<file path="src/rtl/tp_pkg.sv">
// -----------------------------------------------------------------------------
// tp_pkg
// Shared definitions for the test-point signal conditioner: default test-point
// width, page-select width, blanking FSM state encoding, stretch counter width
// and the width of the rising-edge counter.
// -----------------------------------------------------------------------------
package tp_pkg;

  localparam int NUM_TP_DEF = 16;  // default test-point output width
  localparam int NUM_PAGES  = 4;   // SIG_IN carries four pages
  localparam int PAGE_W     = 2;   // width of PAGE_SEL / PAGE_ACT
  localparam int STRETCH_W  = 4;   // width of STRETCH_LEN and per-bit counters
  localparam int CNT_SEL_W  = 4;   // width of CNT_SEL
  localparam int EDGE_CNT_W = 16;  // width of the saturating edge counter

  typedef enum logic {
    ST_RUN   = 1'b0,
    ST_BLANK = 1'b1
  } tp_state_e;

endpackage

</file>
<file path="src/rtl/tp_signal_conditioner_if.sv">
// -----------------------------------------------------------------------------
// tp_signal_conditioner_if
// Bundles the data/control signals of the test-point signal conditioner.
//   SIG_IN      raw debug signals, four pages of NUM_TP bits each
//   PAGE_SEL    requested page
//   STRETCH_EN  per-bit pulse stretch enable
//   STRETCH_LEN extra high cycles appended after a rising edge
//   CNT_SEL     TP_OUT bit whose rising edges are counted
//   CNT_CLR     synchronous clear of EDGE_CNT
//   TP_OUT      conditioned test-point data
//   PAGE_ACT    page currently driven
//   SWITCHING   high while the output is blanked for a page change
//   EDGE_CNT    saturating rising-edge count
// master: the side driving the raw signals/controls; slave: the conditioner.
// -----------------------------------------------------------------------------
interface tp_signal_conditioner_if
  import tp_pkg::*;
#(
  parameter int NUM_TP = NUM_TP_DEF
) ();

  logic [NUM_PAGES*NUM_TP-1:0] SIG_IN;
  logic [PAGE_W-1:0]           PAGE_SEL;
  logic [NUM_TP-1:0]           STRETCH_EN;
  logic [STRETCH_W-1:0]        STRETCH_LEN;
  logic [CNT_SEL_W-1:0]        CNT_SEL;
  logic                        CNT_CLR;
  logic [NUM_TP-1:0]           TP_OUT;
  logic [PAGE_W-1:0]           PAGE_ACT;
  logic                        SWITCHING;
  logic [EDGE_CNT_W-1:0]       EDGE_CNT;

  modport master (
    output SIG_IN, PAGE_SEL, STRETCH_EN, STRETCH_LEN, CNT_SEL, CNT_CLR,
    input  TP_OUT, PAGE_ACT, SWITCHING, EDGE_CNT
  );

  modport slave (
    input  SIG_IN, PAGE_SEL, STRETCH_EN, STRETCH_LEN, CNT_SEL, CNT_CLR,
    output TP_OUT, PAGE_ACT, SWITCHING, EDGE_CNT
  );

endinterface

</file>
<file path="src/rtl/tp_stretch.sv">
// -----------------------------------------------------------------------------
// tp_stretch
// One test-point bit: rising-edge detect against the previous sample, a
// retriggerable 4-bit stretch counter and the OR-ed output.
//   clk, rst_n  clock and asynchronous active-low reset
//   clr         synchronous clear of edge history and counter
//   din         current sample of the bit (active page, stage 1)
//   en          stretch enable for this bit
//   len         extra high cycles loaded on a rising edge
//   dout        din OR (counter != 0), combinational
// -----------------------------------------------------------------------------
module tp_stretch
  import tp_pkg::*;
(
  input  logic                 clk,
  input  logic                 rst_n,
  input  logic                 clr,
  input  logic                 din,
  input  logic                 en,
  input  logic [STRETCH_W-1:0] len,
  output logic                 dout
);

  logic                 hist_p1;
  logic [STRETCH_W-1:0] cnt_p1;
  logic                 rise;

  assign rise = din & ~hist_p1;

  // stage 1 -> 2: edge history and stretch counter
  always_ff @(posedge clk or negedge rst_n) begin
    if (!rst_n) begin
      hist_p1 <= 1'b0;
      cnt_p1  <= '0;
    end else if (clr) begin
      hist_p1 <= 1'b0;
      cnt_p1  <= '0;
    end else begin
      hist_p1 <= din;
      // A rise reloads even while counting, so close pulses merge.
      if (rise && en)
        cnt_p1 <= len;
      else if (cnt_p1 != '0)
        cnt_p1 <= cnt_p1 - 1'b1;
    end
  end

  assign dout = din | (cnt_p1 != '0);

endmodule

</file>
<file path="src/rtl/tp_signal_conditioner.sv">
// -----------------------------------------------------------------------------
// tp_signal_conditioner
// Selects one of four pages of raw debug signals, stretches short pulses per
// bit, blanks the outputs for BLANK_CYC cycles on every page change and counts
// rising edges of one selected output bit.
//   CLK       single clock, rising edge
//   RST_B     asynchronous active-low reset (already synchronised upstream)
//   bus       tp_signal_conditioner_if.slave: SIG_IN, PAGE_SEL, STRETCH_EN,
//             STRETCH_LEN, CNT_SEL, CNT_CLR in; TP_OUT, PAGE_ACT, SWITCHING,
//             EDGE_CNT out
// Latency SIG_IN -> TP_OUT is two cycles (input register, output register).
// -----------------------------------------------------------------------------
module tp_signal_conditioner
  import tp_pkg::*;
#(
  parameter int NUM_TP    = NUM_TP_DEF,
  parameter int BLANK_CYC = 4          // legal 1..15
) (
  input  logic                  CLK,
  input  logic                  RST_B,
  tp_signal_conditioner_if.slave bus
);

  localparam logic [STRETCH_W-1:0] BLANK_LOAD = STRETCH_W'(BLANK_CYC - 1);

  logic [NUM_PAGES*NUM_TP-1:0] sig_p1;
  logic [PAGE_W-1:0]           page_sel_p1;
  logic [PAGE_W-1:0]           page_sel_p2;
  logic [NUM_TP-1:0]           page_data;
  logic [NUM_TP-1:0]           cond;
  logic [NUM_TP-1:0]           tp_out_p2;
  logic [NUM_TP-1:0]           tp_hist_p3;
  logic [PAGE_W-1:0]           page_act;
  logic [STRETCH_W-1:0]        blank_cnt;
  tp_state_e                   state;
  tp_state_e                   state_nxt;
  logic                        blanking;
  logic                        load_blank;
  logic                        commit_page;
  logic                        cnt_edge;
  logic [EDGE_CNT_W-1:0]       edge_cnt;

  function automatic logic [EDGE_CNT_W-1:0] sat_inc(input logic [EDGE_CNT_W-1:0] v);
    return (&v) ? v : v + 1'b1;
  endfunction

  // stage 0 -> 1: raw inputs and requested page
  always_ff @(posedge CLK or negedge RST_B) begin
    if (!RST_B) begin
      sig_p1      <= '0;
      page_sel_p1 <= '0;
      page_sel_p2 <= '0;
    end else begin
      sig_p1      <= bus.SIG_IN;
      page_sel_p1 <= bus.PAGE_SEL;
      page_sel_p2 <= page_sel_p1;
    end
  end

  assign page_data = sig_p1[page_act*NUM_TP +: NUM_TP];

  for (genvar i = 0; i < NUM_TP; i++) begin : g_bit
    tp_stretch u_stretch (
      .clk   (CLK),
      .rst_n (RST_B),
      .clr   (blanking),
      .din   (page_data[i]),
      .en    (bus.STRETCH_EN[i]),
      .len   (bus.STRETCH_LEN),
      .dout  (cond[i])
    );
  end

  // Page-switch FSM: state register
  always_ff @(posedge CLK or negedge RST_B) begin
    if (!RST_B)
      state <= ST_RUN;
    else
      state <= state_nxt;
  end

  // Page-switch FSM: next state. A request that moves again while blanking
  // restarts the blank period, so intermediate pages are never driven.
  always_comb begin
    state_nxt = state;
    case (state)
      ST_RUN:   if (page_sel_p1 != page_act) state_nxt = ST_BLANK;
      ST_BLANK: if ((page_sel_p1 == page_sel_p2) && (blank_cnt == '0)) state_nxt = ST_RUN;
      default:  state_nxt = ST_RUN;
    endcase
  end

  // Page-switch FSM: outputs
  always_comb begin
    blanking    = 1'b0;
    load_blank  = 1'b0;
    commit_page = 1'b0;
    case (state)
      ST_RUN: begin
        load_blank = (page_sel_p1 != page_act);
      end
      ST_BLANK: begin
        blanking    = 1'b1;
        load_blank  = (page_sel_p1 != page_sel_p2);
        commit_page = !load_blank && (blank_cnt == '0);
      end
      default: ;
    endcase
  end

  always_ff @(posedge CLK or negedge RST_B) begin
    if (!RST_B) begin
      blank_cnt <= '0;
      page_act  <= '0;
    end else begin
      if (load_blank)
        blank_cnt <= BLANK_LOAD;
      else if (blanking && (blank_cnt != '0))
        blank_cnt <= blank_cnt - 1'b1;
      if (commit_page)
        page_act <= page_sel_p1;
    end
  end

  // stage 1 -> 2: conditioned output; stage 2 -> 3: history for edge counting
  always_ff @(posedge CLK or negedge RST_B) begin
    if (!RST_B) begin
      tp_out_p2  <= '0;
      tp_hist_p3 <= '0;
    end else begin
      tp_out_p2  <= blanking ? '0 : cond;
      tp_hist_p3 <= tp_out_p2;
    end
  end

  // History is per bit, so changing CNT_SEL never pairs one bit's current
  // value with another bit's past value.
  always_comb begin
    cnt_edge = 1'b0;
    if (!blanking && (int'(bus.CNT_SEL) < NUM_TP))
      cnt_edge = tp_out_p2[bus.CNT_SEL] && !tp_hist_p3[bus.CNT_SEL];
  end

  always_ff @(posedge CLK or negedge RST_B) begin
    if (!RST_B)
      edge_cnt <= '0;
    else if (bus.CNT_CLR)
      edge_cnt <= '0;
    else if (cnt_edge)
      edge_cnt <= sat_inc(edge_cnt);
  end

  assign bus.TP_OUT    = tp_out_p2;
  assign bus.PAGE_ACT  = page_act;
  assign bus.SWITCHING = blanking;
  assign bus.EDGE_CNT  = edge_cnt;

endmodule
</file>
<file path="src/flat_wrapper.sv">
// flat-port wrapper written by rule: the top's interface ports become plain ports
module tp_signal_conditioner_flat import tp_pkg::*;
#(
  parameter int NUM_TP    = NUM_TP_DEF,
  parameter int BLANK_CYC = 4                        
)
  (CLK, RST_B, bus_SIG_IN, bus_PAGE_SEL, bus_STRETCH_EN, bus_STRETCH_LEN, bus_CNT_SEL, bus_CNT_CLR, bus_TP_OUT, bus_PAGE_ACT, bus_SWITCHING, bus_EDGE_CNT);
  tp_signal_conditioner_if #(.NUM_TP(NUM_TP)) bus_i ();
  input  logic CLK;
  input  logic RST_B;
  input wire logic [$bits(bus_i.SIG_IN)-1:0] bus_SIG_IN;
  input wire logic [$bits(bus_i.PAGE_SEL)-1:0] bus_PAGE_SEL;
  input wire logic [$bits(bus_i.STRETCH_EN)-1:0] bus_STRETCH_EN;
  input wire logic [$bits(bus_i.STRETCH_LEN)-1:0] bus_STRETCH_LEN;
  input wire logic [$bits(bus_i.CNT_SEL)-1:0] bus_CNT_SEL;
  input wire logic [$bits(bus_i.CNT_CLR)-1:0] bus_CNT_CLR;
  output wire logic [$bits(bus_i.TP_OUT)-1:0] bus_TP_OUT;
  output wire logic [$bits(bus_i.PAGE_ACT)-1:0] bus_PAGE_ACT;
  output wire logic [$bits(bus_i.SWITCHING)-1:0] bus_SWITCHING;
  output wire logic [$bits(bus_i.EDGE_CNT)-1:0] bus_EDGE_CNT;
  assign bus_i.SIG_IN = bus_SIG_IN;
  assign bus_i.PAGE_SEL = bus_PAGE_SEL;
  assign bus_i.STRETCH_EN = bus_STRETCH_EN;
  assign bus_i.STRETCH_LEN = bus_STRETCH_LEN;
  assign bus_i.CNT_SEL = bus_CNT_SEL;
  assign bus_i.CNT_CLR = bus_CNT_CLR;
  assign bus_TP_OUT = bus_i.TP_OUT;
  assign bus_PAGE_ACT = bus_i.PAGE_ACT;
  assign bus_SWITCHING = bus_i.SWITCHING;
  assign bus_EDGE_CNT = bus_i.EDGE_CNT;
  tp_signal_conditioner #(.NUM_TP(NUM_TP), .BLANK_CYC(BLANK_CYC)) u_core (.CLK(CLK), .RST_B(RST_B), .bus(bus_i));
endmodule
</file>
<file path="config.mk">
export PLATFORM = sky130hd
export DESIGN_NAME = tp_signal_conditioner_flat
export DESIGN_NICKNAME = d
export VERILOG_FILES = /design/src/rtl/tp_pkg.sv /design/src/rtl/tp_signal_conditioner_if.sv /design/src/rtl/tp_stretch.sv /design/src/rtl/tp_signal_conditioner.sv /design/src/flat_wrapper.sv
export SDC_FILE = /design/constraint.sdc
export NUM_CORES = 1
export LEC_CHECK = 0
export CORE_ASPECT_RATIO = 1.75
export CORE_UTILIZATION = 30
export DETAILED_ROUTE_END_ITERATION = 8
export HOLD_SLACK_MARGIN = 0.15
export PLACE_DENSITY = 0.58
export SYNTH_ARGS = -nofsm -noshare
export SYNTH_HDL_FRONTEND = slang
export SYNTH_SLANG_ARGS = --single-unit
export TNS_END_PERCENT = 5
</file>
<file path="constraint.sdc">
create_clock -name CLK -period 1.8 [get_ports CLK]
set_input_delay 0.18 -clock CLK [delete_from_list [all_inputs] [get_ports CLK]]
set_output_delay 0.18 -clock CLK [all_outputs]
set_load 0.02 [all_outputs]
</file>
# After elaboration in Yosys (flattened, before gate mapping)
# Cells that the tools add are included.
[word_totals]
ff_bits = 203
latch_bits = 0
ramBits = 0
romBits = 0
out_inout_bits = 35
word_cells = 255
n_memories = 0
[op_classes]
n_addsub = 18
n_mul = 0
div_mod_pow = 0
order_cmp = 1
eq_ne = 4
shifts = 1
mux = 81
bitwise = 49
reduce_logical = 60
[ops]
columns = ["operator", "n"]
rows = [
  ["2-to-1 mux 4 bit", 50],
  ["nonzero test 4 bit", 17],
  ["subtractor 4 x 1 -> 4 bit, second input constant", 17],
  ["2-to-1 mux 16 bit", 4],
  ["indexed part select 64 x 7 -> 16 bit", 1],
  ["nonzero test 3 bit", 16],
  ["2-to-1 mux 1 bit", 23],
  ["logical AND 1 bit", 20],
  ["inverter 1 bit", 17],
  ["adder 16 x 1 -> 16 bit, second input constant", 1],
  ["AND 1 bit", 16],
  ["bitwise OR 1 bit", 16],
  ["AND reduction 16 bit", 1],
  ["binary-select mux 1 bit (select 4 bit)", 2],
  ["less-than comparator 4 x 5 -> 1 bit, second input constant", 1],
  ["zero test 4 bit", 1],
  ["inequality test 2 bit", 2],
  ["case mux 1 bit (2 select lines)", 2],
  ["nonzero test 2 bit", 2],
  ["== test 2 bit", 1],
  ["zero test 1 bit", 2],
  ["inequality test 2 bit, second input constant", 1],
  ["AND reduction 2 bit", 1],
]

# Logic depth before layout (Yosys ltp)
# Gate-level depths: netlist of run 1.
[depth]
word_depth = 7
ltp_mapped = 10
depth_no_buf = 7

# Cells and area by module
# Synthesis of run 1 repeated with hierarchy kept, for this count alone.
[unflattened]
cells_unflattened = 833
area_unflattened_um2 = 9276.4
[modules_own_cells]
columns = ["module", "instances", "cells_per_inst", "area_each_um2"]
rows = [
  ["tp_stretch", 16, 32, 292.8],
  ["tp_signal_conditioner", 1, 321, 4591.9],
]

# Worst setup path before layout of run 1
# Ideal clock, no wire load.
[synth_path]
path_kind = "register to register"
start = "reg u_core.page_act[0], in the netlist u_core.bus.PAGE_ACT[0]"
end = "reg u_core.g_bit[9].u_stretch.cnt_p1[0]"
setup_ns = 0.132
arrival_ns = 1.945
required_ns = 1.668
setup_slack_ns = -0.277
path_stages_with_launch = 7
path_buffers = 2
synth_period_minus_slack_ns = 2.077
path_cell_list = "dfrtp_1 -> buf_2 -> buf_4 -> mux4_2 -> nand3b_1 -> mux2i_1 -> nor2_1"
[synth_via]
elab_chain_cells = 5
elab_cells_between_ends = 6
classes_between = "shift (1); mux (2); bitwise (1); reduce/logical (2)"
[synth_lines]
columns = ["item", "line", "source"]
rows = [
  ["start, declared", "tp_signal_conditioner.sv:33", "logic [PAGE_W-1:0] page_act;"],
  ["start signal, assigned", "tp_signal_conditioner.sv:121", "page_act <= page_sel_p1;"],
  ["indexed part select 64 x 7 -> 16 bit *", "tp_signal_conditioner.sv:60", "assign page_data = sig_p1[page_act*NUM_TP +: NUM_TP];"],
  ["AND 1 bit *", "tp_stretch.sv:28", "assign rise = din & ~hist_p1;"],
  ["logical AND 1 bit *", "tp_stretch.sv:41", "if (rise && en)"],
  ["2-to-1 mux 4 bit", "tp_stretch.sv:41", ""],
  ["2-to-1 mux 4 bit", "tp_stretch.sv:35", "end else if (clr) begin"],
  ["end signal, assigned", "tp_stretch.sv:42", "cnt_p1 <= len;"],
  ["end signal, assigned", "tp_stretch.sv:44", "cnt_p1 <= cnt_p1 - 1'b1;"],
  ["end, declared", "tp_stretch.sv:25", "logic [STRETCH_W-1:0] cnt_p1;"],
]
# Mark *: on every way between the ends. The rest lies on a longest branch, timed or not.
# A chain may end at the register's enable or synchronous reset.

# Worst setup path in the final report of run 1
[layout_path]
start = "reg u_core.tp_hist_p3[0]"
end = "reg u_core.edge_cnt[11], in the netlist u_core.bus.EDGE_CNT[11]"
[layout_via]
elab_chain_cells = 7
[layout_lines]
columns = ["item", "line", "source"]
rows = [
  ["start, declared", "tp_signal_conditioner.sv:32", "logic [NUM_TP-1:0] tp_hist_p3;"],
  ["start signal, assigned", "tp_signal_conditioner.sv:132", "tp_hist_p3 <= tp_out_p2;"],
  ["binary-select mux 1 bit (select 4 bit)", "tp_signal_conditioner.sv:141", "cnt_edge = tp_out_p2[bus.CNT_SEL] && !tp_hist_p3[bus.CNT_SEL];"],
  ["2-to-1 mux 1 bit (not written as such)", "tp_signal_conditioner.sv:141", ""],
  ["zero test 1 bit", "tp_signal_conditioner.sv:141", ""],
  ["logical AND 1 bit", "tp_signal_conditioner.sv:141", ""],
  ["2-to-1 mux 1 bit", "tp_signal_conditioner.sv:140", "if (!blanking && (int'(bus.CNT_SEL) < NUM_TP))"],
  ["nonzero test 2 bit (no line)", "--", ""],
  ["AND reduction 2 bit (no line)", "--", ""],
  ["end signal, assigned", "tp_signal_conditioner.sv:150", "edge_cnt <= sat_inc(edge_cnt);"],
  ["end, declared", "tp_signal_conditioner.sv:41", "logic [EDGE_CNT_W-1:0] edge_cnt;"],
]
# No other way between the ends. The select of a mux whose other input is x is not followed.

==> flow_summary.ini, run 1 <==
[finish]
drive_gt1_share_pct = 15.50
utilization_pct = 43.52
area_growth_pct = 42.63
nets = 1183
nFillCells = 2713
insertedDiodeCount = 0

[flow_run]
cap_violations = 0

[yosys]
synth.avg_cell_area_um2 = 11.42
synth_top_area_share_pct = 56.65
synth.net_count = 912
post_synth_instance_area_um2 = 8967
synthTopCellsByArea = dfrtp_1 57%, mux2i_1 5.2%, ha_1 4.7%, nor2_1 4.6%, mux4_2 4.0%
synthDistinctLibCells = 45
synth_warnings = 0
async_flop_share_pct = 100.0
synth_top_area_cell = dfrtp_1
ys_ff_latch = 203
synth_edf_count = 0
ys.flop_type = dfrtp_1
syn-instance-count = 785
ys_seq_area_share_pct = 56.65

[power_and_ir_drop]
power.density_nw_per_um2 = 823.8
p_leak_nw = 5.876
p_clk_share_pct = 44.1
p_int_mw = 8.076
p_seq_share_pct = 44.6
ir_drop_mv = 0.6848
p_sw_share_pct = 23.34
netSwitchingPower_mw = 2.459
comb_power_share_pct = 11.3

[global_route]
overflow = 0
antenna_found_initial = 0
grt_pass1_vias = 7167
grt_max_degree = 97
grt_pass1_wl_mm = 35.29
grt_usage_pct = 14.68

[sta]
drv_slew = 0
layout_setup_ws_ns = -0.2818
skew_ns = 0.01385
fin_crit_sh_pct = 115.7
finalSetupTns_ns = -2.380
setup_viol = 17
slew_headroom_pct = 55.51
fmax_ghz = 0.4804
hold_violations = 0
worstMarginPinSlew_ns = 0.6652
min_period_ns = 2.082
rsz0062_at_grt = true

[floorplan]
die-area_um2 = 30610
core_area_um2 = 29390
die_w_um = 132.7
die_h_um = 230.7
ioPinCount = 128
initial_utilization_pct = 30.51
rows = 83

[cts]
h-tree-depth = 1
cts_tree = built
clock-sinks = 203
clk_latency_ns = 0.52
cts.root.buffer_cell = clkbuf_16
cts_made_buffers = 21
clk_pin_slew_ns = 0.07
ctsLongestPathBuffers = 3

[setup_path]
end_kind = register
cp_max_fo = 26
r2r_end = u_core.bus.EDGE_CNT[11]
r2r_cells = 8
reg2reg_slack_ns = -0.28
arrival_ns = 2.52
cp.required_ns = 2.24
crit_type = register to register
worstSetupStartpointType = register
r2r-start = u_core.tp_hist_p3[0]

[drt]
viasPerCell = 4.544
drt_wl_total_mm = 21.53
firstDrtPassIters = 4
vias = 6602
drc_errors = 0
wl_per_cell_um = 14.81
postRouteAntennaNets = 0
drt_iter0_drc = 236

[placed_design]
hpwl_mm = 14.90
dpl_worst_slack_ns = -0.6994
gp_congestion = 0.7973
port-buffer-count = 127

[worst_hold_path]
hold_class = input port to asynchronous set/reset pin

[outcome]
violations = setup timing
outcome = finished, violations left
==> metrics by stage <==
stage	power, mW	hold slack [ns]	instances	instance area, µm²
finish	10.54	0.2569	1453	12790
CTS	10.73	0.2457	1452	12740
global route	10.96	0.2538	1453	12790
floorplan	5.317	-0.1156	785	9031
detailed placement	5.870	0.1492	1345	11320
global placement	5.852	0.1442	1345	11320
==> layer usage <==
layer  track usage, %  up-vias  wire length [µm]  part of all wire, %
met1            15.82     3213              8484                   39
li1                 -     3239                 -                    -
met2            27.99      116             11620                   54
met4            6.753        0               714                  3.3
met3            1.954       34               703                  3.3
met5                0        -                 0                    0
==> synthesized netlist by cell type (all sizes together), types with 2 or more instances <==
library cell	count
ha	34
mux2	2
nor2	109
or3	25
xor2	5
o2111ai	2
nand4	4
and3	6
mux2i	47
or4	3
o31ai	3
nor3	19
o21a	2
o311ai	2
nand2b	5
inv	60
buf	9
a31oi	4
and4	2
o211ai	3
nand3	8
nand3b	18
a21oi	50
xnor2	34
nand2	22
o21ai	26
a211oi	19
clkbuf	18
dfrtp	203
mux4	16
nor3b	18
==> layout by cell type, fill, tap and decap left out, drive strengths merged, types with 34 or more instances in the layout <==
cell	count
nor2	109
a21oi	50
inv	62
dlygate4sd3	68
mux2i	47
ha	34
buf	81
clkdlybuf4s50	97
dfrtp	203
xnor2	34
==> layout make-up <==
class,instances,area (µm²),area share (%)
Sequential cell,203,5097,39.86
Multi-Input combinational cell,495,3612,28.24
Timing Repair Buffer,275,2643,20.66
Clock buffer,24,546.8,4.275
Tap cell,382,478.0,3.737
Inverter,60,225.2,1.761
Clock inverter,14,187.7,1.467
==> state kept, by name, indices dropped and copies added, names as in the netlist <==
name	cells
u_core.g_bit.u_stretch.cnt_p1	64
u_core.sig_p1	64
u_core.bus.EDGE_CNT	16
u_core.bus.TP_OUT	16
u_core.g_bit.u_stretch.hist_p1	16
u_core.tp_hist_p3	16
u_core.blank_cnt	4
u_core.bus.PAGE_ACT	2
u_core.page_sel_p1	2
u_core.page_sel_p2	2
u_core.state	1
==> power groups by stage <==
| stage | logic [mW] | clock network [mW] | registers [mW] |
|---|---|---|---|
| after detailed placement | 1.09 | 0 | 4.78 |
| after floorplan | 0.538 | 0 | 4.78 |
| after CTS | 1.21 | 4.81 | 4.70 |
| final | 1.19 | 4.65 | 4.70 |
| after global placement | 1.08 | 0 | 4.78 |
| after global routing | 1.31 | 4.95 | 4.70 |
==> worst max-delay path: stages, from the launching register on <==
cell and delay, ns:
dfrtp_1 0.37, nor2_2 0.09, a211oi_2 0.08, o41ai_1 0.34, and4_1 0.27, o21ai_2 0.09, buf_12 0.17, or4_1 0.46
a21oi_1 0.14
==> worst max-delay path by stage <==
stage | startpoint | endpoint | slack, ns | depth (start not counted)
2_1_floorplan | u_core.bus.TP_OUT[4] | u_core.bus.EDGE_CNT[1] | -0.09 | 9
3_3_place_gp | bus_CNT_SEL[0] | u_core.bus.EDGE_CNT[11] | -0.69 | 9
3_5_place_dp | bus_CNT_SEL[0] | u_core.bus.EDGE_CNT[11] | -0.70 | 9
4_1_cts | u_core.tp_hist_p3[0] | u_core.bus.EDGE_CNT[11] | -0.30 | 8
5_1_grt | u_core.tp_hist_p3[0] | u_core.bus.EDGE_CNT[11] | -0.39 | 8
6_report | u_core.tp_hist_p3[0] | u_core.bus.EDGE_CNT[11] | -0.28 | 8
==> cell families (layout without fill, tap and decap cells) <==
family / Yosys count / in the layout / share of synthesized area, %
simple gates: 242 / 242 / 13.62
flops: 203 / 203 / 56.65
compound gates: 115 / 115 / 7.730
buf+inv: 87 / 373 / 3.935
mux: 65 / 65 / 9.516
xor+xnor: 39 / 39 / 3.809
fa+ha+maj: 34 / 34 / 4.744
==> timing repair <==
action	in CTS	in global routing
hold endpoints to repair	269	0
setup endpoints to repair	57	78
resized for setup	30	10
pin swaps	5	12
hold buffers	69	0
buffers inserted	0	1
(Power assumes the default switching activity.)
==> run 2, diff against run 1 <==
- PLACE_DENSITY: 0.58 -> 0.56
- clock period: 1.8 -> 2.38 ns (I/O delays scaled with it)
==> run 2 against run 1 <==
Effect of this change:
- the run now ends clean
- clock skew fell by 0.00085 ns
- via count fell by 4.9%
- clock-buffer cell count rose by 1
- design area fell by 6.8%
- register-to-register slack improved by 0.51 ns
- routed wire length fell by 3.9%
- non-clock buffer count fell by 87
- critical path depth did not move
- total power fell by 25%
- worst hold slack got worse by 0.083 ns
- critical path type unchanged
==> flow_summary.ini, run 2 (synthesis results as in run 1) <==
[setup_path]
cp.required_ns = 2.80
crit_type = register to register
cp_max_fo = 26
end_kind = register
arrival_ns = 2.58
worstSetupStartpointType = register

[drt]
viasPerCell = 4.599
firstDrtPassIters = 4
drt_wl_total_mm = 20.69
wl_per_cell_um = 15.16
vias = 6278
drt_iter0_drc = 218
drc_errors = 0
postRouteAntennaNets = 0

[power_and_ir_drop]
fin_total_pwr_mw = 7.860
p_clk_share_pct = 44.6
power.density_nw_per_um2 = 659.5
netSwitchingPower_mw = 1.808
p_int_mw = 6.052
p_seq_share_pct = 45.1
comb_power_share_pct = 10.2
ir_drop_mv = 0.5551
p_leak_nw = 5.290
p_sw_share_pct = 23.00

[cts]
clk_latency_ns = 0.51
clk_pin_slew_ns = 0.06
ctsLongestPathBuffers = 3
clock-sinks = 203
postCtsSetupRepairBufs = 0
cts_made_buffers = 21
cts_tree = built
cts.root.buffer_cell = clkbuf_16
h-tree-depth = 1

[finish]
reg_top3 = u_core.g_bit.u_stretch.cnt_p1: 64 flops, u_core.sig_p1: 64 flops
area_growth_pct = 32.90
drive_gt1_share_pct = 9.461
insertedDiodeCount = 0
nets = 1096
nFillCells = 2782
multi_input_area_um2 = 3542
mostFrequentLayoutCell = dfrtp_1
regArea_um2 = 5084
final_cell_mix = 202 x dfrtp_1, 126 x clkdlybuf4s50_1, 109 x nor2_1

[sta]
min_period_ns = 2.155
slew_headroom_pct = 55.01
setup_viol = 0
hold_violations = 0
worstMarginPinSlew_ns = 0.6734
drv_slew = 0
rsz0062_at_grt = false
skew_ns = 0.01300
fin_crit_sh_pct = 90.54
fmax_ghz = 0.4641
layout_setup_ws_ns = 0.2252

[floorplan]
rows = 83
ioPinCount = 128
initial_utilization_pct = 30.51
die_w_um = 132.7
die-area_um2 = 30610
core_area_um2 = 29390
die_h_um = 230.7

[global_route]
antenna_found_initial = 0
grt_pass1_wl_mm = 34.00
grt_usage_pct = 14.08
grt_pass1_vias = 6550
grt_max_degree = 73
overflow = 0

[outcome]
outcome = finished, final reports clean

[worst_hold_path]
hold_class = input port to register

[placed_design]
dpl_worst_slack_ns = -0.2479
port-buffer-count = 127
gp_congestion = 0.7572
hpwl_mm = 14.66

[flow_run]
cap_violations = 0
[run 2: changes by cell type in the layout (fill, tap and decap cells not counted), sizes merged]
cell,previous run,this run
clkbuf,25,26
buf,81,33
dlygate4sd3,68,28
inv,62,60
clkinvlp,1,3
clkinv,7,5
dlygate4sd2,25,0
dlymetal6s2s,3,0
clkdlybuf4s50,97,126
[run 2: repair_timing]
item,4_1_cts,5_1_grt
hold buffers,26,2
hold endpoints to repair,91,2
gates resized for setup,0,1
setup endpoints to repair,0,1
[run 2: final cells by class]
| class | count | area share (%) |
|---|---|---|
| inverters | 60 | 1.890 |
| clock buffers | 25 | 4.703 |
| repair buffers | 188 | 15.55 |
| well taps | 382 | 4.010 |
| multi-input cells | 495 | 29.72 |
| clock inverters | 12 | 1.470 |
| flip-flops and latches | 203 | 42.66 |
[run 2: path summary, 6_finish.rpt]
kind                                       start                       to  slack, ns  cells past startpoint
hold / removal                    bus_SIG_IN[44]        u_core.sig_p1[44]       0.17                      1
max in group asynchronous                  RST_B        u_core.sig_p1[11]       1.37                      3
setup / recovery            u_core.bus.TP_OUT[4]  u_core.bus.EDGE_CNT[11]       0.23                      8
hold reg to reg            u_core.bus.TP_OUT[10]    u_core.tp_hist_p3[10]       0.41                      0
min in group asynchronous                  RST_B        u_core.sig_p1[32]       0.32                      2
setup reg to reg            u_core.bus.TP_OUT[4]  u_core.bus.EDGE_CNT[11]       0.23                      8
[run 2: power groups by stage]
stage | combinational (mW) | sequential, mW | clock (mW)
after floorplan | 0.393 | 3.61 | 0
after global placement | 0.778 | 3.61 | 0
after detailed placement | 0.788 | 3.61 | 0
after CTS | 0.824 | 3.55 | 3.65
after global routing | 0.880 | 3.55 | 3.79
final | 0.803 | 3.55 | 3.51
[run 2: worst max-delay path, stage by stage (launching register included)]
cell and delay, ns:
dfrtp_1 0.38, nor3b_1 0.21, nor3b_1 0.09, o41ai_1 0.25, and4_1 0.28, o21ai_2 0.08, buf_12 0.17, or4_1 0.47
a21oi_1 0.15
[run 2: metal layers]
layer	routed length (µm)	global-route usage [%]	up-vias	share of wire (%)
li1	-	-	3061	-
met3	737	2.152	27	3.6
met2	11270	27.06	108	54
met1	8268	15.57	3082	40
met4	418	4.562	0	2.0
met5	0	0	-	0
[run 2: stage by stage]
stage	TNS, ns	util (%)	cell area [µm²]	hold WS [ns]	std cells
after floorplan	0	-	8967	-0.05759	785
after global routing	0	40.55	11920	0.1502	1365
after CTS	0	40.46	11890	0.1502	1363
after global placement	-1.151	37.07	10890	0.3015	1300
final	0	40.55	11920	0.1738	1365
after detailed placement	-1.614	37.07	10890	0.3113	1300
